===== src/rtl/serial_frame_pkg.sv =====
// serial_frame_pkg
//   Shared definitions for the serial frame transmitter:
//   - state_t   : frame sequencer states (IDLE, START, DATA, PARITY, GAP)
//   - START_LEN : number of 1 bits that open every frame
//   - even_parity(): XOR reduction of a payload, zero-extended to 32 bits
package serial_frame_pkg;

  typedef enum logic [2:0] {
    IDLE   = 3'd0,
    START  = 3'd1,
    DATA   = 3'd2,
    PARITY = 3'd3,
    GAP    = 3'd4
  } state_t;

  localparam int START_LEN = 2;

  // Zero extension does not change the XOR, so one 32-bit helper serves
  // every legal payload width.
  function automatic logic even_parity(input logic [31:0] d);
    return ^d;
  endfunction

endpackage


===== src/rtl/frame_shift_reg.sv =====
// frame_shift_reg
//   Payload holding register for the transmitter: parallel load, shift right
//   by one, least significant bit presented on lsb.
// Ports:
//   clk   in   rising-edge clock
//   reset in   synchronous active-low reset (clears the register)
//   load  in   capture d (takes priority over shift)
//   shift in   shift right by one, 0 enters at the top
//   d     in   [W-1:0] parallel payload
//   lsb   out  current bit 0 of the register
module frame_shift_reg #(
  parameter int W = 8
) (
  input  logic         clk,
  input  logic         reset,
  input  logic         load,
  input  logic         shift,
  input  logic [W-1:0] d,
  output logic         lsb
);

  logic [W-1:0] r_data;

  // Payload register: reset, load, shift or hold.
  always_ff @(posedge clk) begin
    if (!reset) begin
      r_data <= {W{1'b0}};
    end else if (load) begin
      r_data <= d;
    end else if (shift) begin
      r_data <= {1'b0, r_data[W-1:1]};
    end else begin
      r_data <= r_data;
    end
  end

  assign lsb = r_data[0];

endmodule


===== src/rtl/serial_frame_tx.sv =====
// serial_frame_tx
//   Sends one frame per accepted payload on a single registered line:
//   two 1 start bits, DATA_W payload bits LSB first, one even-parity bit,
//   then IDLE_GAP guard bits of 0. Line idles at 0.
// Ports:
//   clk      in   rising-edge clock
//   reset    in   synchronous active-low reset
//   tx_data  in   [DATA_W-1:0] payload, sampled only on the accept edge
//   tx_valid in   upstream offers tx_data
//   tx_ready out  block is idle and out of reset (combinational from state)
//   out      out  registered serial line
//   busy     out  high while a frame occupies the line
//   done     out  one-cycle pulse in the first idle cycle after a frame
module serial_frame_tx
  import serial_frame_pkg::*;
#(
  parameter int DATA_W   = 8,
  parameter int IDLE_GAP = 2
) (
  input  logic              clk,
  input  logic              reset,
  input  logic [DATA_W-1:0] tx_data,
  input  logic              tx_valid,
  output logic              tx_ready,
  output logic              out,
  output logic              busy,
  output logic              done
);

  // Counter must reach the longest counted state; with the default
  // parameters this is $clog2(DATA_W+1) bits.
  localparam int CNT_MAX = (DATA_W > IDLE_GAP) ? DATA_W : IDLE_GAP;
  localparam int CNT_W   = $clog2(CNT_MAX + 1);

  state_t           r_state;
  state_t           w_next;
  logic [CNT_W-1:0] r_cnt;
  logic [CNT_W-1:0] w_cnt_next;
  logic             r_out;
  logic             r_busy;
  logic             r_done;
  logic             r_parity;
  logic             w_accept;
  logic             w_shift;
  logic             w_lsb;
  logic             w_out_next;

  assign tx_ready = (r_state == IDLE) && reset;
  assign w_accept = tx_valid && tx_ready;

  frame_shift_reg #(
    .W(DATA_W)
  ) u_shift (
    .clk  (clk),
    .reset(reset),
    .load (w_accept),
    .shift(w_shift),
    .d    (tx_data),
    .lsb  (w_lsb)
  );

  // Next-state and bit-counter logic; the counter restarts on every state entry.
  always_comb begin
    w_next     = r_state;
    w_cnt_next = r_cnt + CNT_W'(1);
    case (r_state)
      IDLE: begin
        w_cnt_next = {CNT_W{1'b0}};
        if (w_accept) begin
          w_next = START;
        end else begin
          w_next = IDLE;
        end
      end
      START: begin
        if (r_cnt == CNT_W'(START_LEN - 1)) begin
          w_next     = DATA;
          w_cnt_next = {CNT_W{1'b0}};
        end else begin
          w_next = START;
        end
      end
      DATA: begin
        if (r_cnt == CNT_W'(DATA_W - 1)) begin
          w_next     = PARITY;
          w_cnt_next = {CNT_W{1'b0}};
        end else begin
          w_next = DATA;
        end
      end
      PARITY: begin
        w_next     = GAP;
        w_cnt_next = {CNT_W{1'b0}};
      end
      GAP: begin
        if (r_cnt == CNT_W'(IDLE_GAP - 1)) begin
          w_next     = IDLE;
          w_cnt_next = {CNT_W{1'b0}};
        end else begin
          w_next = GAP;
        end
      end
      default: begin
        w_next     = IDLE;
        w_cnt_next = {CNT_W{1'b0}};
      end
    endcase
  end

  // Line value for the coming cycle, chosen from the state being entered so
  // that out lines up with the registered state. Each DATA entry consumes
  // the current LSB and shifts the next payload bit into place.
  always_comb begin
    w_out_next = 1'b0;
    w_shift    = 1'b0;
    case (w_next)
      START: begin
        w_out_next = 1'b1;
      end
      DATA: begin
        w_out_next = w_lsb;
        w_shift    = 1'b1;
      end
      PARITY: begin
        w_out_next = r_parity;
      end
      default: begin
        w_out_next = 1'b0;
      end
    endcase
  end

  // State, counter and registered outputs; parity is captured with the payload.
  always_ff @(posedge clk) begin
    if (!reset) begin
      r_state  <= IDLE;
      r_cnt    <= {CNT_W{1'b0}};
      r_out    <= 1'b0;
      r_busy   <= 1'b0;
      r_done   <= 1'b0;
      r_parity <= 1'b0;
    end else begin
      r_state <= w_next;
      r_cnt   <= w_cnt_next;
      r_out   <= w_out_next;
      r_busy  <= (w_next != IDLE);
      r_done  <= (r_state == GAP) && (w_next == IDLE);
      if (w_accept) begin
        r_parity <= even_parity(32'(tx_data));
      end else begin
        r_parity <= r_parity;
      end
    end
  end

  assign out  = r_out;
  assign busy = r_busy;
  assign done = r_done;

endmodule


===== config.mk =====
export PLATFORM = sky130hd
export DESIGN_NAME = serial_frame_tx
export DESIGN_NICKNAME = d
export VERILOG_FILES = /design/src/rtl/serial_frame_pkg.sv /design/src/rtl/frame_shift_reg.sv /design/src/rtl/serial_frame_tx.sv
export SDC_FILE = /design/constraint.sdc
export NUM_CORES = 1
export LEC_CHECK = 0
export CAP_MARGIN = 20
export CORE_UTILIZATION = 50
export DETAILED_ROUTE_END_ITERATION = 7
export DONT_BUFFER_PORTS = 1
export GPL_TIMING_DRIVEN = 1
export PLACE_DENSITY = 0.67
export REMOVE_ABC_BUFFERS = 1
export SLEW_MARGIN = 5
export SYNTH_ARGS = -nofsm -noshare
export SYNTH_HDL_FRONTEND = slang
export SYNTH_SLANG_ARGS = --single-unit
export TNS_END_PERCENT = 30

===== constraint.sdc =====
create_clock -name clk -period 2 [get_ports clk]
set_input_delay 0.4 -clock clk [delete_from_list [all_inputs] [get_ports clk]]
set_output_delay 0.4 -clock clk [all_outputs]
set_load 0.005 [all_outputs]

After elaboration in Yosys (flattened, before gate mapping)
Cells that the tools add are included.
{"block": "op_classes", "reduce_logical": 9, "addsub": 1, "eq_ne": 9, "mux": 12}
{"op": "$reduce_xor A32 Y1", "n": 1}
{"op": "$mux W8", "n": 2}
{"op": "$pmux W3 S5", "n": 1}
{"op": "$eq A3 B2 Y1 const B", "n": 4}
{"op": "$mux W4", "n": 2}
{"op": "$pmux W4 S2", "n": 1}
{"op": "$eq A3 B1 Y1 const B", "n": 2}
{"op": "$logic_not A3 Y1", "n": 2}
{"op": "$add A4 B1 Y4 const B", "n": 1}
{"op": "$eq A4 B1 Y1 const B", "n": 1}
{"op": "$eq A4 B3 Y1 const B", "n": 1}
{"op": "$eq A3 B3 Y1 const B", "n": 1}
{"op": "$logic_and A1 B1 Y1", "n": 3}
{"op": "$mux W1", "n": 3}
{"op": "$mux W3", "n": 1}
{"op": "$pmux W1 S3", "n": 1}
{"op": "$reduce_bool A3 Y1", "n": 1}
{"op": "$mux W2", "n": 1}
{"op": "$reduce_bool A2 Y1", "n": 1}
{"op": "$reduce_or A2 Y1", "n": 1}
{"block": "word_totals", "elab_cells": 38, "output_inout_bits": 4, "in_bits": 11, "reg_bits": 19}

Logic depth before layout (Yosys ltp)
Gate-level depths: netlist of run 1.
{"block": "logic_depth", "word_depth": 9, "ltp_mapped": 6, "ltp_nobuf": 6}

Modules after synthesis
From an unflattened synthesis of run 1, not the netlist that was laid out.
{"block": "hier_totals", "hier_cells": 109, "area_unflattened_um2": 1139.8}
{"mod": "serial_frame_tx", "cells_each": 74, "instances": 1, "seq_area_each_um2": 220.2, "area_each_um2": 720.7}
{"mod": "frame_shift_reg", "cells_each": 35, "instances": 1, "seq_area_each_um2": 160.2, "area_each_um2": 419.2}

Worst setup path before layout of run 1
Ideal clock, no wire load.
{"block": "synth_path", "path_kind": "reg-to-reg", "from": "register r_cnt[0]", "to": "register u_shift.r_data[1]", "period_less_slack_ps": 1450, "required_time_ps": 1880, "path_stages_with_launch": 6, "setup_time_ps": 120, "arrival_ps": 1331, "path_buffers": 0, "slack_ps": 550, "cell_sequence": "dfxtp_1 > ha_1 > nor3b_2 > o2bb2ai_2 > a21boi_1 > o31a_1"}
{"block": "synth_between", "elab_chain_len": 6, "word_cells_on_any_way": 9, "classes_between": "eq/ne: 3; mux: 5; reduce/logical: 1"}
{"element": "start, declared", "line": "serial_frame_tx.sv:37", "source": "logic [CNT_W-1:0] r_cnt;"}
{"element": "start signal, assigned", "line": "serial_frame_tx.sv:137", "source": "r_cnt <= {CNT_W{1'b0}};"}
{"element": "start signal, assigned", "line": "serial_frame_tx.sv:144", "source": "r_cnt <= w_cnt_next;"}
{"element": "$eq A4 B3 Y1 or $eq A4 B1 Y1 (tied branches)", "line": "serial_frame_tx.sv:84, serial_frame_tx.sv:76, serial_frame_tx.sv:96"}
{"element": "$mux W1 (tied with other cells)", "line": "serial_frame_tx.sv:84", "source": "if (r_cnt == CNT_W'(DATA_W - 1)) begin"}
{"element": "$pmux W3 S5 *", "line": "serial_frame_tx.sv:66", "source": "case (r_state)"}
{"element": "$eq A3 B2 Y1 *", "line": "serial_frame_tx.sv:116", "source": "case (w_next)"}
{"element": "$mux W1 *", "line": "serial_frame_tx.sv:116"}
{"element": "$reduce_bool A2 Y1 (no source line) *"}
{"element": "end signal, assigned", "line": "frame_shift_reg.sv:27", "source": "r_data <= {W{1'b0}};"}
{"element": "end signal, assigned", "line": "frame_shift_reg.sv:31", "source": "r_data <= {1'b0, r_data[W-1:1]};"}
{"element": "end signal, assigned", "line": "frame_shift_reg.sv:33", "source": "r_data <= r_data;"}
{"element": "end, declared", "line": "frame_shift_reg.sv:22", "source": "logic [W-1:0] r_data;"}
Mark *: on every way between the ends. The rest lies on a longest branch, timed or not.
A chain may end at the register's enable or synchronous reset.

Worst setup path in the final report of run 1
{"block": "layout_path", "from": "register r_state[2]", "to": "register r_cnt[3]"}
{"block": "layout_between", "elab_chain_len": 3, "word_cells_on_any_way": 5, "classes_between": "eq/ne: 3; mux: 1; reduce/logical: 1"}
{"element": "start, declared", "line": "serial_frame_tx.sv:35", "source": "state_t r_state;"}
{"element": "start signal, assigned", "line": "serial_frame_tx.sv:143", "source": "r_state <= w_next;"}
{"element": "$eq A3 B3 Y1 or $eq A3 B1 Y1 (tied branches)", "line": "serial_frame_tx.sv:66"}
{"element": "$reduce_or A2 Y1 (no source line)"}
{"element": "$pmux W4 S2 *", "line": "serial_frame_tx.sv:66"}
Marked as above.

==> metrics.md, run 1 <==
| Metric | Value |
|---|---|
| Status | complete, no violations |
| Initial core utilization | 56.1% |
| WP data arrival | 1.92 ns |
| Largest net degree at the start of global routing | 21 |
| WL per Instance | between 15 and 20 microns |
| Cts-stage hold buffer count | 0 |
| Syn avg cell area | about 9.3 sq um |
| Post-CTS sizing | 0 |
| Router iterations before antenna repair | 4 |
| R2R Path Start | r_state[2] |
| Ports | 15 |
| Area of the die | approximately 2200 sq um |
| Worst hold path endpoint | done |
| Synth-to-layout area growth | 3.59% |
| Std-Cell Rows | 15 |
| Synth warnings | 0 |
| Fin Clk Skew | around 0.0022 ns |
| Ant diodes | 0 |
| Pre-CTS setup slack | approximately 0.33 ns |
| FILL cells | approximately 180 |
| Root Driver | clkbuf_4 |
| Min Tclk post-route | around 1.7 ns |
| Post-synthesis sequential area ratio | between 30% and 40% |
| Antenna violations before repair | 0 |
| Drt drc | 0 |
| Nets | approximately 120 |
| CP required | roughly 2.2 ns |
| # Max-Cap Violations | 0 |
| Final Hold Vio Count | 0 |
| Vias in the first global route | 704 |
| Pwr/cell area | about 670 nW/um^2 |
| Htree depth | 1 |
| Min-Delay Path Class | primary input to register |
| Register area | between 300 and 400 sq um |
| Crit path launch type | register |
| Clock latency on the worst-skew pair | roughly 0.29 ns |
| Crit end category | register |
| Crit-path max FO | 14 |
| Capturing point of the worst reg2reg path | r_cnt[3] |
| WL final | 2010 microns |
| Fmax | just under 0.6 GHz |
| DP Area | slightly above 1000 sq um |
| Worst reg2reg path depth | 4 |
| CTS Sinks | 19 |
| Setup_tns | 0 ns |
| Area occupied by multi-input gates | ~600 sq um |
| Hold Path Origin | reset |
| Hold Path Stages | 2 |
| TritonCTS clock tree | done |
| Routability Congestion | around 0.76 |
| Slew Viols, Final | 0 |
| Clk pin slew, worst setup/hold paths | around 0.1 ns |
| Max-slew headroom | about three fifths |
| Share of cells above drive strength 1 | 11.1% |
| Peak supply drop | roughly 0.43 mV |
| Post-route setup slack | approximately 0.3 ns |
| Tcrit/Tclk final | a little under nine tenths |
| Worst-Margin Slew | around 0.57 ns |
| GR Overflow Total | 0 |
| Maximum clock path buffer count | 2 |
| Leakage Power | around 0.00033 uW |
| Total GRT Usage | between 20 and 25% |
| Post-Route Utilization | roughly three fifths |
| Worst R2R Setup Slack | 0.30 ns |
| Unrepaired setup endpoints after global routing | false |
| Final Setup Violations | 0 |
| Syn Inst Count | between 100 and 150 |
| Die Wd | approximately 47 microns |
| WHS | 0.229 ns |
| Netlist Area Pre-Place | between 1000 and 1500 sq um |
| Number of nets still failing antenna checks after routing | 0 |
| Post-DP HPWL | roughly 1500 microns |
| WS Path Type | register to register |
| Netlist cell types | 40 |
| Initial DRC count | 23 |
| Vias | ~820 |
| PortBufs | 0 |
| Die height | roughly 47 microns |
| Post-CTS Setup Inserts | 0 |
| First-pass GRT wire length | 3150 microns |
| Core ar. | ~1800 sq um |
| Design Area, Final | ~1000 sq um |
| Inserted Clock Buffers | 3 |
| Synth Register Bits | 19 |
| DR vias/cell | between 6 and 7 |
-- cells in the final DEF (no fill, tap or decap), drive strengths merged --
| cell | n |
|---|---|
| dfxtp | 19 |
| nand3 | 14 |
| xnor2 | 8 |
| a211oi | 6 |
| nand2 | 6 |
| o211ai | 5 |
| o21ai | 5 |
| o2111ai | 4 |
| a21oi | 4 |
| clkbuf | 4 |
| nor2 | 3 |
| o21bai | 2 |
| and2 | 2 |
| a31oi | 2 |
| ha | 2 |
| inv | 2 |
| nor4b | 1 |
| or3b | 1 |
| and2b | 1 |
| nor3b | 1 |
| nor3 | 1 |
| nor2b | 1 |
| clkinv | 1 |
| nand3b | 1 |
| and3b | 1 |
| nand2b | 1 |
| o2bb2ai | 1 |
| a2bb2oi | 1 |
| a21boi | 1 |
| and3 | 1 |
| o21a | 1 |
| o31a | 1 |
| xor2 | 1 |
| o311a | 1 |
| o32ai | 1 |
| o31ai | 1 |
-- state kept, by name (all words and copies together), names as in the netlist --
register and cells:
done 1, r_state 3, r_parity 1, busy 1, u_shift.r_data 8, out 1, r_cnt 4
-- final cells by class --
type                       count  share of cell area, %
clock buffer                   4                   2.51
inverter                       3                   1.08
multi-input combinational     82                   57.1
sequential                    19                   36.3
tap                           25                   2.99
-- through the flow --
step	std cells	total power, uW
2_1_floorplan	104	500
3_5_place_dp	129	517
4_1_cts	133	704
3_3_place_gp	129	516
5_1_grt	133	733
6_report	133	698
-- metal layers --
layer	vias to the layer above	wire length (microns)	track usage, %
met4	0	25	9.71
met2	20	907	30.8
met1	383	957	29.5
li1	415	-	-
met3	4	123	6.92
met5	-	0	0
-- kinds of logic after synthesis --
group / share of synthesized area [%]
buf+inv: 3.22
compound gates: 27.5
fa+ha+maj: 2.47
flops: 37.6
simple gates: 21.4
xor+xnor: 7.80
-- synth_stat cells --
cell,number,area [sq um]
a31oi_1,2,12.5
o311a_1,1,10.0
clkbuf_1,3,11.3
nor4b_4,1,23.8
o211ai_1,5,37.5
a211oi_1,6,45.0
and2b_4,1,10.0
o32ai_2,1,16.3
a2bb2oi_2,1,15.0
and2_1,2,12.5
a21oi_1,4,20.0
inv_1,1,3.75
xnor2_1,8,70.1
and3_1,1,6.26
buf_2,2,10.0
o2111ai_1,4,35.0
xor2_1,1,8.76
nor3_1,1,5.00
o21ai_0,1,5.00
dfxtp_1,19,380
o21ai_1,4,20.0
nand2_2,1,6.26
nor2b_1,1,6.26
nand3_1,14,70.1
or3b_1,1,8.76
nand3b_1,1,7.51
nand2b_2,1,8.76
ha_1,2,25.0
o21a_1,1,7.51
nor2_1,3,11.3
clkinv_1,1,3.75
inv_2,1,3.75
o31a_1,1,8.76
o2bb2ai_2,1,15.0
a21boi_1,1,7.51
nand2_1,5,18.8
nor3b_2,1,12.5
and3b_1,1,8.76
o31ai_1,1,7.51
o21bai_1,2,15.0
-- worst max-delay path, cell delays in order, from the launching register on --
cell,delay (ns)
dfxtp_1,0.70
inv_2,0.19
nor3_1,0.29
o21bai_1,0.18
a211oi_1,0.26
-- worst max-delay path by stage --
stage,start,end,slack [ns],cells after the start
after detailed placement,r_state[2],r_cnt[3],0.33,4
after floorplan,r_cnt[0],u_shift.r_data[1],0.55,5
after global routing,r_state[2],r_cnt[3],0.16,4
after CTS,r_state[2],out,0.31,4
after global placement,r_state[2],out,0.35,4
final,r_state[2],r_cnt[3],0.30,4
-- report_power, final --
group / internal [uW] / leakage, uW / switching [uW]
Combinational: 48.5 / 0.000157 / 49.0
Clock: 77.7 / 0.0000150 / 111
Sequential: 397 / 0.000155 / 14.0
Total: 523 / 0.000327 / 174
Note: power is estimated with default switching activity, not from simulation.
==> inputs of run 2 (changes only) <==
--- a/config.mk
+++ b/config.mk
@@ -10,7 +10,7 @@
 export DETAILED_ROUTE_END_ITERATION = 7
 export DONT_BUFFER_PORTS = 1
 export GPL_TIMING_DRIVEN = 1
-export PLACE_DENSITY = 0.67
+export PLACE_DENSITY = 0.66
 export REMOVE_ABC_BUFFERS = 1
 export SLEW_MARGIN = 5
 export SYNTH_ARGS = -nofsm -noshare
==> run 2 against run 1 <==
Against the previous run: critical path depth is the same; sequential power barely moved; setup slack got worse by 0.013 ns; worst hold slack lost 0.019 ns; utilization stayed put; fmax decreased by 0.75%; combinational power up 0.6%; critical path type unchanged; largest cell class unchanged; largest power group unchanged.
==> metrics.md, run 2 (synthesis gave the netlist of run 1 again) <==
| Metric | Value |
|---|---|
| Inserted Clock Buffers | 3 (unchanged) |
| Peak supply drop | 0.464 mV (+7.3%) |
| Core ar. | 1800 sq um (unchanged) |
| Final Hold Vio Count | 0 (unchanged) |
| Worst-Margin Slew | 0.600 ns (+0.0255 ns) |
| WL per Instance | 15.6 microns (+2.7%) |
| Worst reg2reg path depth | 4 (unchanged) |
| Most common cell after layout, fill and taps aside | dfxtp_1 |
| Antenna violations before repair | 0 (unchanged) |
| Tcrit/Tclk final | 85.8% (+0.65 points) |
| Met3 Track Usage GR | 3.85% (-3.1 points) |
| Min-Delay Path Class | primary input to register |
| TritonCTS clock tree | done |
| Share of cells above drive strength 1 | 11.1% (unchanged) |
| Setup_tns | 0 ns (unchanged) |
| Unrepaired setup endpoints after global routing | false |
| Initial DRC count | 38 (+65%) |
| WL final | 2070 microns (+2.7%) |
| CP required | 2.22 ns (about the same) |
| Router iterations before antenna repair | 4 (unchanged) |
| Vias | 839 (+2.1%) |
| Number of flip-flops under the largest register name | 8 (unchanged) |
| WP data arrival | 1.93 ns (about the same) |
| Non-Filler Instances | 133 (unchanged) |
| Post-DP HPWL | 1470 microns (+1.3%) |
| GR Overflow Total | 0 (unchanged) |
| Die height | 47.0 microns (unchanged) |
| Ant diodes | 0 (unchanged) |
| Post-CTS sizing | 0 (unchanged) |
| Maximum clock path buffer count | 2 (unchanged) |
| Worst hold path endpoint | done |
| Capturing point of the worst reg2reg path | r_cnt[3] |
| Root Driver | clkbuf_4 |
| Total GRT Usage | 22.9% (+1.4 points) |
| GR Util met2 | 31.1% (+0.28 points) |
| Post-CTS Setup Inserts | 0 (unchanged) |
| FILL cells | 172 (-3.4%) |
| Hold Path Stages | 2 (unchanged) |
| Area of the die | 2210 sq um (unchanged) |
| Vias in the first global route | 773 (+9.8%) |
| WS Path Type | register to register |
| First-pass GRT wire length | 3490 microns (+11%) |
| Cts-stage hold buffer count | 0 (unchanged) |
| Synth-to-layout area growth | 3.59% (unchanged) |
| DR vias/cell | 6.31 (+2.1%) |
| Status | complete, no violations |
| Std-Cell Rows | 15 (unchanged) |
| PortBufs | 0 (unchanged) |
| Slew Viols, Final | 0 (unchanged) |
| Most Used Layer, Global Route | met1 |
| Initial core utilization | 56.1% (unchanged) |
| CTS Sinks | 19 (unchanged) |
| Crit-path max FO | 14 (unchanged) |
| Most frequent cells in the layout | dfxtp_1 (19), nand3_1 (14), xnor2_1 (8), a211oi_1 (6) |
| Hold Path Origin | reset |
| Nets | 122 (unchanged) |
| R2R Path Start | r_state[2] |
| Die Wd | 47.0 microns (unchanged) |
| Dpl cells | 129 (unchanged) |
| Routing usage on met1 | 34.4% (+4.8 points) |
| Pwr/cell area | 675 nW/um^2 (+1.3%) |
| Routability Congestion | 0.770 (+0.81%) |
| Htree depth | 1 (unchanged) |
| Ports | 15 (unchanged) |
| Drt drc | 0 (unchanged) |
| Final Setup Violations | 0 (unchanged) |
| Leakage Power | 0.000327 uW (unchanged) |
| Largest registers in the final layout | u_shift.r_data x8, r_cnt x4, r_state x3 |
| Clk pin slew, worst setup/hold paths | 0.12 ns (+0.02 ns) |
| Fin Clk Skew | 0.00980 ns (+0.00764 ns) |
| Largest net degree at the start of global routing | 21 (unchanged) |
| Worst R2R Setup Slack | 0.28 ns (about the same) |
| Fmax | 0.583 GHz (-0.75%) |
| Biggest register | u_shift.r_data |
| Crit path launch type | register |
| Clock latency on the worst-skew pair | 0.30 ns (about the same) |
| Crit end category | register |
| Min Tclk post-route | 1.72 ns (+0.0129 ns) |
| Number of nets still failing antenna checks after routing | 0 (unchanged) |
| Max-slew headroom | 60.0% (-1.7 points) |
| # Max-Cap Violations | 0 (unchanged) |
==> run 2: stage by stage <==
stage | hold slack, ns | util, % | worst slack (ns) | power [uW] | area, sq um
after floorplan | 0.451 | - | 0.550 | 500 | 990
after global placement | 0.470 | 56.7 | 0.352 | 517 | 1020
after detailed placement | 0.481 | 56.7 | 0.329 | 517 | 1020
after CTS | 0.207 | 58.1 | 0.301 | 708 | 1050
after global routing | 0.212 | 58.1 | 0.133 | 736 | 1050
final | 0.210 | 58.1 | 0.283 | 707 | 1050
==> run 2: layout make-up <==
type	instances	area [sq um]	share of cell area [%]
multi-input cells	82	598	57.1
flip-flops and latches	19	380	36.3
well taps	25	31.3	2.99
clock buffers	4	26.3	2.51
inverters	3	11.3	1.08
==> run 2: report_power, final <==
| group | leakage (uW) | switching, uW | internal [uW] | total (uW) |
|---|---|---|---|---|
| clock | 0.0000150 | 120 | 77.6 | 198 |
| combinational | 0.000157 | 49.4 | 48.7 | 98.1 |
| sequential | 0.000155 | 14.1 | 397 | 411 |
| total | 0.000327 | 184 | 524 | 707 |
==> run 2: worst max-delay path by stage <==
stage	from	end	slack, ns	cells past startpoint
global placement	r_state[2]	out	0.35	4
global route	r_state[2]	r_cnt[0]	0.13	4
CTS	r_state[2]	r_cnt[3]	0.30	4
detailed placement	r_state[2]	r_cnt[3]	0.33	4
floorplan	r_cnt[0]	u_shift.r_data[1]	0.55	5
finish	r_state[2]	r_cnt[3]	0.28	4
==> run 2: worst max-delay path, stage by stage, from the launching register on <==
cell	delay, ns
dfxtp_1	0.72
inv_2	0.18
nor3_1	0.30
o21bai_1	0.17
a211oi_1	0.26
==> run 2: per-layer routing <==
layer	share of wire [%]	vias up	wire length (microns)
li1	-	409	-
met5	0	-	0
met2	45	25	931
met4	0.87	0	18
met1	48	403	1000
met3	5.8	2	119
